[src/rtl/hdb3_pkg.sv]
// hdb3_pkg: constants shared by the HDB3 encoder and decoder.
//   SYM_*           2-bit ternary line-symbol encodings
//   pol_e           pulse polarity (POL_POS / POL_NEG)
//   HDB3_MAX_ZEROS  longest legal run of line zeros
//   sym_pol()       polarity of a pulse symbol
package hdb3_pkg;

    localparam logic [1:0] SYM_ZERO = 2'b00;
    localparam logic [1:0] SYM_POS  = 2'b01;
    localparam logic [1:0] SYM_NEG  = 2'b10;
    localparam logic [1:0] SYM_ILL  = 2'b11;

    typedef enum logic {
        POL_POS = 1'b0,
        POL_NEG = 1'b1
    } pol_e;

    localparam int HDB3_MAX_ZEROS = 3;

    // Only meaningful for SYM_POS / SYM_NEG.
    function automatic pol_e sym_pol(input logic [1:0] sym);
        return (sym == SYM_POS) ? POL_POS : POL_NEG;
    endfunction

endpackage

[src/rtl/hdb3_sym_classify.sv]
// hdb3_sym_classify: judges each accepted line symbol against the running
// polarity / zero-run history and updates that history.
//   sys_clk, sys_rst_n  clock, synchronous active-low reset
//   sym_i               line symbol
//   accept_i            sym_i is consumed this cycle
//   is_one_o            symbol decodes to a 1 (alternating mark)
//   is_v_o              symbol is a V pulse (repeats last polarity)
//   code_err_o          symbol breaks an HDB3 code rule
// Outputs are combinational from the held history and sym_i so the top
// level can act on them in the same accept cycle.
module hdb3_sym_classify
    import hdb3_pkg::*;
(
    input  logic       sys_clk,
    input  logic       sys_rst_n,
    input  logic [1:0] sym_i,
    input  logic       accept_i,
    output logic       is_one_o,
    output logic       is_v_o,
    output logic       code_err_o
);

    localparam logic [2:0] MAX_ZEROS = 3'(HDB3_MAX_ZEROS);

    pol_e       last_pol_q,  last_pol_d;
    pol_e       last_vpol_q, last_vpol_d;
    logic       v_seen_q,    v_seen_d;
    logic [2:0] zero_run_q,  zero_run_d;
    pol_e       pol;

    always_comb begin
        // NOTE: every combinational output gets a default first so no path
        // leaves it unassigned and a latch is never inferred.
        is_one_o    = 1'b0;
        is_v_o      = 1'b0;
        code_err_o  = 1'b0;
        last_pol_d  = last_pol_q;
        last_vpol_d = last_vpol_q;
        v_seen_d    = v_seen_q;
        zero_run_d  = zero_run_q;
        pol         = sym_pol(sym_i);

        if (accept_i) begin
            if (sym_i == SYM_POS || sym_i == SYM_NEG) begin
                zero_run_d = 3'd0;
                if (pol != last_pol_q) begin
                    is_one_o   = 1'b1;
                    last_pol_d = pol;
                end else begin
                    is_v_o      = 1'b1;
                    last_vpol_d = pol;
                    v_seen_d    = 1'b1;
                    // A V must follow at least two zeros (000V or B00V) and
                    // successive Vs must alternate.
                    if (zero_run_q < 3'd2)
                        code_err_o = 1'b1;
                    if (v_seen_q && pol == last_vpol_q)
                        code_err_o = 1'b1;
                end
            end else begin
                // Illegal symbols update history exactly like a zero.
                if (sym_i == SYM_ILL)
                    code_err_o = 1'b1;
                // Fires on the zero that makes the run exceed the limit.
                if (zero_run_q >= MAX_ZEROS)
                    code_err_o = 1'b1;
                if (zero_run_q != 3'd7)
                    zero_run_d = zero_run_q + 3'd1;
            end
        end
    end

    always_ff @(posedge sys_clk) begin
        // NOTE: reset is synchronous, so it is tested inside the clocked
        // block rather than placed in the sensitivity list.
        if (!sys_rst_n) begin
            last_pol_q  <= POL_NEG;  // first + pulse is then a normal mark
            last_vpol_q <= POL_NEG;
            v_seen_q    <= 1'b0;
            zero_run_q  <= 3'd0;
        end else begin
            // NOTE: state registers use non-blocking assignments so every
            // flop samples pre-edge values regardless of statement order.
            last_pol_q  <= last_pol_d;
            last_vpol_q <= last_vpol_d;
            v_seen_q    <= v_seen_d;
            zero_run_q  <= zero_run_d;
        end
    end

endmodule

[src/rtl/hdb3_decode.sv]
// hdb3_decode: streaming HDB3 line decoder with code-rule checking.
//   sys_clk, sys_rst_n  clock, synchronous active-low reset
//   sym_i, sym_valid_i  line symbol and its accept strobe
//   flush_i             drain one pipeline entry when no symbol is accepted
//   data_o              decoded NRZ bit (held between strobes)
//   data_valid_o        data_o strobe
//   viol_o              accepted symbol was a V pulse
//   err_o               accepted symbol broke a code rule
//   err_cnt_o           saturating count of err_o strobes
// A symbol's bit leaves DLY accepted symbols later, so when a V arrives
// the three preceding symbols are still buffered and can be cleared.
module hdb3_decode
    import hdb3_pkg::*;
#(
    parameter int ERR_CNT_W = 16,
    parameter int DLY       = 4
) (
    input  logic                 sys_clk,
    input  logic                 sys_rst_n,
    input  logic [1:0]           sym_i,
    input  logic                 sym_valid_i,
    input  logic                 flush_i,
    output logic                 data_o,
    output logic                 data_valid_o,
    output logic                 viol_o,
    output logic                 err_o,
    output logic [ERR_CNT_W-1:0] err_cnt_o
);

    logic                 is_one, is_v, code_err;
    logic [DLY-1:0]       d_q, d_d;  // bit 0 is the newest entry
    logic [DLY-1:0]       v_q, v_d;
    logic                 data_q, data_d;
    logic                 dv_q, dv_d;
    logic                 viol_q, viol_d;
    logic                 err_q, err_d;
    logic [ERR_CNT_W-1:0] cnt_q, cnt_d;

    hdb3_sym_classify u_classify (
        .sys_clk    (sys_clk),
        .sys_rst_n  (sys_rst_n),
        .sym_i      (sym_i),
        .accept_i   (sym_valid_i),
        .is_one_o   (is_one),
        .is_v_o     (is_v),
        .code_err_o (code_err)
    );

    always_comb begin
        d_d    = d_q;
        v_d    = v_q;
        data_d = data_q;
        dv_d   = 1'b0;
        viol_d = 1'b0;
        err_d  = 1'b0;
        cnt_d  = cnt_q;

        if (sym_valid_i) begin
            d_d = {d_q[DLY-2:0], is_one};
            v_d = {v_q[DLY-2:0], 1'b1};
            // Undo the substitution: the B (if any) and the two zeros ahead
            // of V become plain zeros; their valid flags are kept.
            if (is_v)
                d_d[DLY-1:1] = '0;
            data_d = d_q[DLY-1];
            dv_d   = v_q[DLY-1];
            viol_d = is_v;
            err_d  = code_err;
        end else if (flush_i) begin
            d_d    = {d_q[DLY-2:0], 1'b0};
            v_d    = {v_q[DLY-2:0], 1'b0};
            data_d = d_q[DLY-1];
            dv_d   = v_q[DLY-1];
        end

        if (err_d && cnt_q != '1)
            cnt_d = cnt_q + ERR_CNT_W'(1);
    end

    always_ff @(posedge sys_clk) begin
        if (!sys_rst_n) begin
            d_q    <= '0;
            v_q    <= '0;
            data_q <= 1'b0;
            dv_q   <= 1'b0;
            viol_q <= 1'b0;
            err_q  <= 1'b0;
            cnt_q  <= '0;
        end else begin
            d_q    <= d_d;
            v_q    <= v_d;
            data_q <= data_d;
            dv_q   <= dv_d;
            viol_q <= viol_d;
            err_q  <= err_d;
            cnt_q  <= cnt_d;
        end
    end

    assign data_o       = data_q;
    assign data_valid_o = dv_q;
    assign viol_o       = viol_q;
    assign err_o        = err_q;
    assign err_cnt_o    = cnt_q;

endmodule

[config.mk]
export PLATFORM = sky130hd
export DESIGN_NAME = hdb3_decode
export DESIGN_NICKNAME = d
export VERILOG_FILES = /design/src/rtl/hdb3_pkg.sv /design/src/rtl/hdb3_sym_classify.sv /design/src/rtl/hdb3_decode.sv
export SDC_FILE = /design/constraint.sdc
export NUM_CORES = 1
export LEC_CHECK = 0
export CAP_MARGIN = 10
export CORE_ASPECT_RATIO = 1.5
export CORE_MARGIN = 1
export CORE_UTILIZATION = 29
export DETAILED_ROUTE_END_ITERATION = 16
export PLACE_DENSITY = 0.47
export SLEW_MARGIN = 40
export SYNTH_ARGS = -nofsm -noshare
export SYNTH_HDL_FRONTEND = slang
export SYNTH_HIERARCHICAL = 1
export SYNTH_SLANG_ARGS = --single-unit
[constraint.sdc]
create_clock -name sys_clk -period 6.7 [get_ports sys_clk]
set_input_delay 1.005 -clock sys_clk [delete_from_list [all_inputs] [get_ports sys_clk]]
set_output_delay 1.005 -clock sys_clk [all_outputs]
set_load 0.05 [all_outputs]
==> results.md <==
* H-tree depth at 2
* TritonCTS Buffers at 5
* Largest net degree at the start of global routing at 43
* Final WL at 3740 um
* I/O Pins at 26
* Cell taking the most area after synthesis: dfxtp_1
* Ant. Diodes at 0
* Clk root buf: clkbuf_8
* FF+latch count, synth at 34
* Post-synth top area share at 40.5%
* Synthesized instance count at 189
* Mapped Nets at 201
* Initial Utilization at 30.4%
* Max_cap viols at 0
* Die Width at 64.2 um
* Die height at 95.3 um
* Sequential cell area at 681 um2
* P&R area growth vs syn at 27.3%
* Critical Path End Type: flop
* Critical path fanouts, max at 6
* Clock tree from TritonCTS: built
* Clk slew on worst S/H paths at 0.07 ns
* Hold_ws at 0.432 ns
* Pwr per Cell Area at 222 nW/um2
* Worst hold path type: flop to flop
* Total Nets Final at 228
* LEAKAGE at 0.000745 uW
* CP required at 6.92 ns
* Multi-input gate area at 962 um2
* Setup Slack @ Placement at 2.71 ns
* Crit share post-route at 52.0%
* CTS sink cnt at 34
* Port-buffer cells at 25
* DRC at 0
* Core ar. at 5530 um2
* Cell variety after synth at 44
* CP Class: primary input to flop
* Synth area leaders: dfxtp_1 (40%), nand2_1 (6.0%), mux2i_1 (6.0%)
* Number of synthesized flops with an enable pin at 0
* Final Max Slew Viols at 0
* Sequential share of the synthesized area at 40.5%
* Max transition margin at 48.7%
* Count of final hold-check violations at 0
* Post-cts hold buffer count at 0
* Commonest cells after routing, fill and taps aside: dfxtp_1 (34), nand2_1 (27), clkdlybuf4s50_1 (24), o21ai_0 (10), mux2i_1 (10)
* FP Rows at 33
* Worst-Margin Slew at 0.762 ns
* Main synth FF type: dfxtp_1
* Clock period minus worst slack at 3.48 ns
* Synth warnings at 6
* Placer Congestion at 0.727
* CTS max path bufs at 2
* Die area at 6110 um2
* Synth Area per Inst at 8.90 um2
* Status: finished clean
* Setup TNS at 0 ns
* Startpoint types: primary input
* Asr flop ratio synth at 0%
* Skew final at 0.00543 ns
* Avg WL per Cell at 13.0 um
* Filler instances at 558
* VDD IR max at 125 uV
* RSZ-0062 raised after global routing: no
* Detailed-placement wirelength estimate at 2680 um
* Setup WS post-layout at 3.22 ns
* Arr. time, crit path at 3.70 ns
* Setup-failing EPs final at 0
* Post-route ant nets at 0
* Vias in the first global route at 1411
* Pre-antenna DRT Iters at 4
* Netlist Area Pre-Place at 1680 um2
* Clk_lat worst skew at 0.29 ns
* Fraction of layout cells with a size suffix above 1 at 6.45%
* Commonest non-fill, non-tap cell in the layout: dfxtp_1
* Overall global routing resource usage at 13.7%
* Post-cts resize count at 0
* Setup Buffers After CTS at 0
* Vias per inst at 5.05
* Global route total overflow at 0
* Via count at 1448
* Initial antenna violation count at 0
* First-pass GRT wire length at 6390 um
* Fmax at 0.287 GHz
* Starting DRT DRC Count at 53
==> state kept, by name, summed over array words and instances (netlist names) <==
signal,count
data_o,1
u_classify/v_seen_q,1
data_valid_o,1
err_cnt_o,16
v_q,4
viol_o,1
u_classify/last_vpol_q,1
d_q,4
err_o,1
u_classify/zero_run_q,3
u_classify/last_pol_q,1
==> synth_stat cells, drive strengths merged, types with 5 or more instances <==
library cell / n
nand2b: 6
and2: 6
nor2b: 5
o21ai: 12
nand4: 6
a21boi: 8
and3: 5
dfxtp: 34
clkbuf: 5
nand2: 27
mux2i: 10
ha: 6
nand3: 6
==> per-stage QoR <==
stage,util (%),power (uW),std cells,cell area (um2)
after floorplan,-,235,189,1680
after global placement,36.2,245,279,2000
after detailed placement,36.2,246,279,2000
after CTS,38.8,482,287,2150
after global routing,38.7,498,287,2140
final,38.7,476,287,2140
==> cells by family (layout without fill, tap and decap cells) <==
| logic type | after synthesis | in the layout | share of synthesized area (%) |
|---|---|---|---|
| AO/OA/AOI/OAI | 41 | 41 | 16.2 |
| XOR/XNOR | 3 | 3 | 1.56 |
| adder cells (fa/ha/maj) | 6 | 6 | 4.46 |
| buffers and inverters | 10 | 38 | 2.31 |
| flip-flops | 34 | 34 | 40.5 |
| multiplexers | 10 | 10 | 5.95 |
| AND/OR/NAND/NOR | 85 | 85 | 29.0 |
==> critical path, stage by stage <==
cell and delay (ns):
clkdlybuf4s50_1 0.47, inv_1 0.04, ha_1 0.35, nor2b_1 0.23
and2_1 0.27, o2bb2ai_1 0.24, and4_1 0.29, nand2_1 0.14
or4_1 0.49, a21boi_0 0.16
==> power by group <==
part / switching [uW] / internal [uW] / leakage (uW)
clock network: 76.4 / 159 / 0.0000714
logic: 18.9 / 13.1 / 0.000398
registers: 2.92 / 206 / 0.000275
total: 98.2 / 378 / 0.000745
==> per-layer routing <==
layer | vias up | global-route usage [%] | share of wire, %
li1 | 745 | - | -
met3 | 5 | 3.35 | 3.1
met4 | 0 | 6.30 | 1.9
met2 | 23 | 24.7 | 52
met1 | 675 | 14.9 | 43
met5 | - | 0 | 0
==> area by class of cell <==
cell class | instances | share of cell area, %
flip-flops and latches | 34 | 31.8
well taps | 70 | 4.09
clock buffers | 6 | 3.86
clock inverters | 2 | 2.81
multi-input cells | 145 | 44.9
inverters | 4 | 0.701
repair buffers | 26 | 11.8
==> worst paths after layout <==
check	startpoint	to	slack, ns	depth (start not counted)
setup / recovery	sym_i[1]	err_cnt_o[7]	3.22	10
hold / removal	v_q[3]	data_valid_o	0.43	2
setup reg to reg	u_classify/zero_run_q[0]	err_cnt_o[7]	4.42	8
hold reg to reg	v_q[3]	data_valid_o	0.43	2
(Power assumes the default switching activity.)
